===== src/rtl/alu_issue_ctrl.sv =====
// rtl/alu_issue_ctrl.sv - ALU issue/capture sequencer with flag register and branch evaluation
module alu_issue_ctrl #(
    parameter int         DATA_WIDTH = 32,
    parameter logic [2:0] FLAG_RESET = 3'b000
) (
    input  logic                  clk,
    input  logic                  rst,
    input  logic                  op_valid,
    output logic                  op_ready,
    input  logic                  op_is_branch,
    input  logic [3:0]            op_func,
    input  logic                  op_var_shift,
    input  logic                  op_set_flags,
    input  logic [2:0]            br_cond,
    output logic [4:0]            alu_control,
    input  logic [DATA_WIDTH-1:0] alu_out,
    input  logic [2:0]            alu_flags,
    output logic [DATA_WIDTH-1:0] result,
    output logic                  result_we,
    output logic [2:0]            flags_q,
    output logic                  branch_taken,
    output logic                  done,
    output logic                  illegal_op
);

    localparam logic [1:0] S_IDLE    = 2'd0;
    localparam logic [1:0] S_ISSUE   = 2'd1;
    localparam logic [1:0] S_CAPTURE = 2'd2;
    localparam logic [1:0] S_BRANCH  = 2'd3;

    logic [1:0]            state_q, state_d;
    logic [3:0]            func_q, func_d;
    logic                  var_shift_q, var_shift_d;
    logic                  set_flags_q, set_flags_d;
    logic [2:0]            cond_q, cond_d;
    logic                  illegal_q, illegal_d;
    logic                  op_ready_q, op_ready_d;
    logic [4:0]            alu_control_q, alu_control_d;
    logic [DATA_WIDTH-1:0] result_q, result_d;
    logic                  result_we_q, result_we_d;
    logic [2:0]            flags_d;
    logic                  branch_taken_q, branch_taken_d;
    logic                  done_q, done_d;
    logic                  illegal_op_q, illegal_op_d;
    logic                  cond_met;
    logic                  func_legal;

    assign op_ready     = op_ready_q;
    assign alu_control  = alu_control_q;
    assign result       = result_q;
    assign result_we    = result_we_q;
    assign branch_taken = branch_taken_q;
    assign done         = done_q;
    assign illegal_op   = illegal_op_q;

    assign func_legal = (func_q <= 4'd8);

    // flags_q[0]=zero, [1]=sign, [2]=carry
    always_comb begin
        cond_met = 1'b0;
        case (cond_q)
            3'd0: cond_met = 1'b1;
            3'd1: cond_met = flags_q[0];
            3'd2: cond_met = ~flags_q[0];
            3'd3: cond_met = ~flags_q[1];
            3'd4: cond_met = flags_q[1];
            3'd5: cond_met = flags_q[2];
            3'd6: cond_met = ~flags_q[2];
            default: cond_met = 1'b0;
        endcase
    end

    always_comb begin
        state_d        = state_q;
        func_d         = func_q;
        var_shift_d    = var_shift_q;
        set_flags_d    = set_flags_q;
        cond_d         = cond_q;
        illegal_d      = illegal_q;
        op_ready_d     = op_ready_q;
        alu_control_d  = alu_control_q;
        result_d       = result_q;
        result_we_d    = 1'b0;
        flags_d        = flags_q;
        branch_taken_d = branch_taken_q;
        done_d         = 1'b0;
        illegal_op_d   = 1'b0;
        case (state_q)
            S_IDLE: begin
                if (op_valid) begin
                    func_d      = op_func;
                    var_shift_d = op_var_shift;
                    set_flags_d = op_set_flags;
                    cond_d      = br_cond;
                    op_ready_d  = 1'b0;
                    state_d     = op_is_branch ? S_BRANCH : S_ISSUE;
                end
            end
            S_ISSUE: begin
                alu_control_d = func_legal ? {var_shift_q && (func_q >= 4'd6), func_q} : 5'b0;
                illegal_d     = ~func_legal;
                state_d       = S_CAPTURE;
            end
            S_CAPTURE: begin
                result_d    = alu_out;
                result_we_d = ~illegal_q;
                // Carry is only meaningful from add; every other op leaves it alone.
                if (set_flags_q && !illegal_q) begin
                    flags_d[1:0] = alu_flags[1:0];
                    if (func_q == 4'd0) begin
                        flags_d[2] = alu_flags[2];
                    end
                end
                done_d       = 1'b1;
                illegal_op_d = illegal_q;
                op_ready_d   = 1'b1;
                state_d      = S_IDLE;
            end
            default: begin
                branch_taken_d = cond_met;
                done_d         = 1'b1;
                op_ready_d     = 1'b1;
                state_d        = S_IDLE;
            end
        endcase
    end

    always_ff @(posedge clk) begin
        if (rst) begin
            state_q        <= S_IDLE;
            func_q         <= 4'd0;
            var_shift_q    <= 1'b0;
            set_flags_q    <= 1'b0;
            cond_q         <= 3'd0;
            illegal_q      <= 1'b0;
            op_ready_q     <= 1'b1;
            alu_control_q  <= 5'b0;
            result_q       <= '0;
            result_we_q    <= 1'b0;
            flags_q        <= FLAG_RESET;
            branch_taken_q <= 1'b0;
            done_q         <= 1'b0;
            illegal_op_q   <= 1'b0;
        end else begin
            state_q        <= state_d;
            func_q         <= func_d;
            var_shift_q    <= var_shift_d;
            set_flags_q    <= set_flags_d;
            cond_q         <= cond_d;
            illegal_q      <= illegal_d;
            op_ready_q     <= op_ready_d;
            alu_control_q  <= alu_control_d;
            result_q       <= result_d;
            result_we_q    <= result_we_d;
            flags_q        <= flags_d;
            branch_taken_q <= branch_taken_d;
            done_q         <= done_d;
            illegal_op_q   <= illegal_op_d;
        end
    end

endmodule


===== config.mk =====
export PLATFORM = sky130hd
export DESIGN_NAME = alu_issue_ctrl
export DESIGN_NICKNAME = d
export VERILOG_FILES = /design/src/rtl/alu_issue_ctrl.sv
export SDC_FILE = /design/constraint.sdc
export NUM_CORES = 1
export LEC_CHECK = 0
export CAP_MARGIN = 10
export CORE_MARGIN = 3
export CORE_UTILIZATION = 38
export DETAILED_ROUTE_END_ITERATION = 6
export PLACE_DENSITY = 0.76
export SYNTH_ARGS = -nofsm -noshare
export SYNTH_HDL_FRONTEND = slang
export SYNTH_SLANG_ARGS = --single-unit

===== constraint.sdc =====
create_clock -name clk -period 1.1 [get_ports clk]
set_clock_uncertainty 0.1 [all_clocks]
set_input_delay 0.22 -clock clk [delete_from_list [all_inputs] [get_ports clk]]
set_output_delay 0.22 -clock clk [all_outputs]
set_load 0.01 [all_outputs]

# After elaboration in Yosys (flattened, before gate mapping)
# Index checks and enable logic that the tools add are counted.
# totals
ff_bits,57
# classes
bitwise,7
n_eq_ne,9
reduce_logical,13
n_lt_le_gt_ge,2
mux,8
# ops
op,count
$eq 3x3->1 const B,3
$not 1->1,7
$pmux 1 s7,1
$eq 3x2->1 const B,2
$reduce_and 2->1,3
$mux 5,1
$ge 4x3->1 const B,1
$le 4x4->1 const B,1
$logic_not 4->1,1
$mux 2,2
$pmux 2 s2,1
$reduce_or 2->1,2
$eq 3x1->1 const B,1
$logic_not 3->1,1
$reduce_and 3->1,1
$reduce_or 3->1,1
$eq 2x1->1 const B,1
$eq 2x2->1 const B,1
$logic_and 1x1->1,2
$logic_not 2->1,1
$mux 1,2
$ne 2x2->1 const B,1
$pmux 1 s2,1
$logic_not 1->1,1

# Logic depth before layout (Yosys ltp)
# depth
word_depth,3
mapped_depth,5

# Worst setup path before layout
# Ideal clock, no wire load.
# synth_path
kind,reg-to-reg
startpoint,register state_q[1]
endpoint,register cond_q[1]
period_less_slack_ns,1.239
setup_slack_ns,-0.139
stages_incl_launch_ff,6
t_arrival_ns,1.021
cell_sequence,dfxtp_1 buf_6 nor3b_4 buf_6 mux2i_1 nor2_1
# synth_via
elab_chain_len,2
# synth_rtl
element,line_no,source
from (decl),31,"logic [1:0] state_q, state_d;"
from (signal assigned),145,state_q <= state_d;
$logic_not 2->1,88,case (state_q)
$reduce_and 2->1 (no source line),--,
to (signal assigned),149,cond_q <= cond_d;
to (decl),35,"logic [2:0] cond_q, cond_d;"
# Every way passes these cells.
# A chain may end at the register's enable or synchronous reset.

# Worst setup path in the final report
# layout_path
startpoint,input op_valid
endpoint,register cond_q[2]
# layout_via
elab_chain_len,1
# layout_rtl
element,line_no,source
from (decl),8,"input logic op_valid,"
$reduce_and 2->1 (no source line),--,
# Every way passes these cells.

==> impl_metrics.csv <==
group,metric,value,unit
cells_and_area,final_nets,408,
critical_path,required,1.22,ns
synthesis,synth.avg_cell_area,8.93,µm²
synthesis,synth_top_area_frac,0.521,
sta,slew_headroom,0.755,
detailed_routing,routed_wl,6090,µm
sta,finalMaxSlewViolations,0,
synthesis,synth_edf_count,0,
die,core-area,5540,µm²
global_route,grt-ovfl-total,0,
power,p_per_area,1340,nW/µm²
detailed_routing,wire_per_inst,13.9,µm
run_status,violations,"negative setup slack",
critical_path,endpoint_kind,"flip-flop",
cells_and_area,n_fill_cell,453,
synthesis,synth_warnings,0,
place,place_congestion,0.777,
sta,setup_violations,53,
sta,finalSetupTns,-5.18,ns
synthesis,ys.flop_type,"dfxtp_1",
global_route,grt_pass1_wl,9080,µm
cells_and_area,drive_gt1_frac,0.482,
detailed_routing,drc_errors,0,
synthesis,synth_area_leader_cell,"dfxtp_1",
power,ir_drop,998,µV
sta,tightest_slew,0.367,ns
run_status,status,"complete, but fails checks",
clock_tree,clk_pin_slew_worst_paths,0.07,ns
sta,period_needed,1.26,ns
min_path,min_path_type,"input port to flip-flop",
clock_tree,cts_tree,"built",
die,fp-row-count,27,
clock_tree,cts_root_buffer,"clkbuf_8",
synthesis,syn-cell-area,2190,µm²
cells_and_area,antennaDiodeCount,0,
place,dp_hpwl,3920,µm
detailed_routing,drtAntennaViolNets,0,
global_route,grt_pass1_vias,1996,
critical_path,cpMaxStageDelayCell,"clkdlybuf4s50_1",
critical_path,cp.arrival,1.38,ns
clock_tree,clockBufferDepth,2,
clock_tree,cts_buffers,9,
synthesis,synth_fp_nets,293,
global_route,grt_antenna_before_repair,0,
detailed_routing,drtPass1Iterations,4,
detailed_routing,drt-vias-per-instance,4.74,
die,dieArea,6710,µm²
global_route,grt_max_degree,33,
critical_path,critPathTopFamily,"buffers and inverters",
critical_path,worstPathCellList,"clkdlybuf4s50_1 > nor3b_4 > buf_12 > mux2i_2 > nor2_1",
global_route,grt_use_total,0.181,
critical_path,max_stage_delay,0.48,ns
power,power.total,5020,µW
sta,fmax,796,MHz
flow_run,drv_cap,0,
sta,setup_slack,-0.156,ns
die,start_util,0.395,
critical_path,startpoint_type,"input port",
sta,hold_viol_final,0,
place,portBuffers,92,
synthesis,synth_cell_types,30,
critical_path,cp_max_fo,11,
die,die_height,81.9,µm
clock_tree,cts_hold_buf,0,
synthesis,synthTopCellsByArea,"dfxtp_1, nand2_1, a21oi_1",
synthesis,synth.most_common_cell,"nand2_1",
clock_tree,clock-sinks,57,
sta,rsz0062_at_grt,"true",
detailed_routing,dr_total_vias,2071,
place,pre_cts_ws,-0.483,ns
synthesis,syn_inst,245,
critical_path,critical_path_class,"input port to flip-flop",
synthesis,ys_ff_latch,57,
sta,fin_crit_sh,1.14,
synthesis,ys_seq_area_frac,0.521,
synthesis,synth_commonest_cells,"nand2_1, dfxtp_1, a21oi_1",
power,p_leak,0.00144,µW
critical_path,cp_num_buf_inv,2,
synthesis,async_flop_share,0,
detailed_routing,drtIter0Drc,60,
cells_and_area,area_growth,71.4,%
die,die-width,81.9,µm
die,ios,93,
clock_tree,clk_latency,0.33,ns
clock_tree,htreeDepth,3,
==> power by group <==
part	leakage [µW]	switching, µW	internal, µW
sequential	0.000486	83.0	2170
combinational	0.000869	314	475
clock	0.0000868	873	1100
total	0.00144	1270	3750
==> layout make-up <==
| cell class | instances | area, µm² | share of cell area |
|---|---|---|---|
| Timing Repair Buffer | 120 | 1220 | 0.325 |
| Multi-Input combinational cell | 172 | 1030 | 0.275 |
| Tap cell | 72 | 90.1 | 0.0240 |
| Clock inverter | 6 | 67.6 | 0.0180 |
| Sequential cell | 57 | 1210 | 0.322 |
| Clock buffer | 10 | 138 | 0.0367 |
==> cells in the final DEF (no fill, tap or decap), types with 2 or more instances in the layout <==
master	Yosys	routed
dfxtp_4	0	2
clkinvlp_4	0	5
nor2_1	11	11
nand2_1	74	70
buf_2	1	3
buf_6	10	46
a21oi_2	3	21
nand2_2	0	4
dfxtp_1	57	8
nand2b_1	3	2
dfxtp_2	0	47
clkdlybuf4s50_1	0	46
buf_4	0	22
nand4bb_1	2	2
nand3_2	0	2
clkbuf_8	0	10
mux2i_1	9	8
a21oi_1	41	23
nand3b_1	6	6
nor2b_1	4	3
buf_12	0	3
==> metrics by stage <==
step	instances	util	cell area [µm²]	hold WS (ns)
floorplan	245	-	2200	0.206
global placement	415	0.590	3270	0.338
detailed placement	415	0.590	3270	0.343
CTS	433	0.655	3630	0.125
global route	437	0.677	3750	0.143
finish	437	0.677	3750	0.138
==> kinds of logic after synthesis <==
| logic type | count (synthesis) | synth area share |
|---|---|---|
| buffers and inverters | 16 | 0.0623 |
| and+or+nand+nor | 114 | 0.252 |
| DFF | 57 | 0.521 |
| muxes | 9 | 0.0412 |
| AOI/OAI and AO/OA | 49 | 0.124 |
==> worst paths after layout <==
kind	cells past startpoint	endpoint	from	slack, ns
worst max-delay path	5	cond_q[2]	op_valid	-0.16
worst min-delay path	2	set_flags_q	rst	0.14
worst max register to register	4	cond_q[2]	state_q[1]	-0.15
worst min register to register	2	result[19]	result[19]	0.36
==> flip-flops by register name, summed over array words and instances, names as in the netlist <==
signal and flops:
alu_control 5, branch_taken 1, cond_q 3, done 1, flags_q 3, func_q 4
illegal_op 1, illegal_q 1, op_ready 1, result 32, result_we 1, set_flags_q 1
state_q 2, var_shift_q 1
==> metal layers <==
| layer | vias up | GRT usage | share of wire |
|---|---|---|---|
| met1 | 955 | 0.201 | 0.42 |
| met4 | 0 | 0.101 | 0.022 |
| met5 | - | 0 | 0 |
| li1 | 1039 | - | - |
| met3 | 13 | 0.0406 | 0.057 |
| met2 | 64 | 0.316 | 0.50 |
==> what timing repair did <==
| item | CTS | global route |
|---|---|---|
| gates resized for setup | 278 | 26 |
| pin swaps | 19 | 13 |
| setup buffers | 2 | 4 |
| setup endpoints to repair | 96 | 98 |
| endpoints found under the hold margin | 0 | 0 |
(Power assumes the default switching activity.)
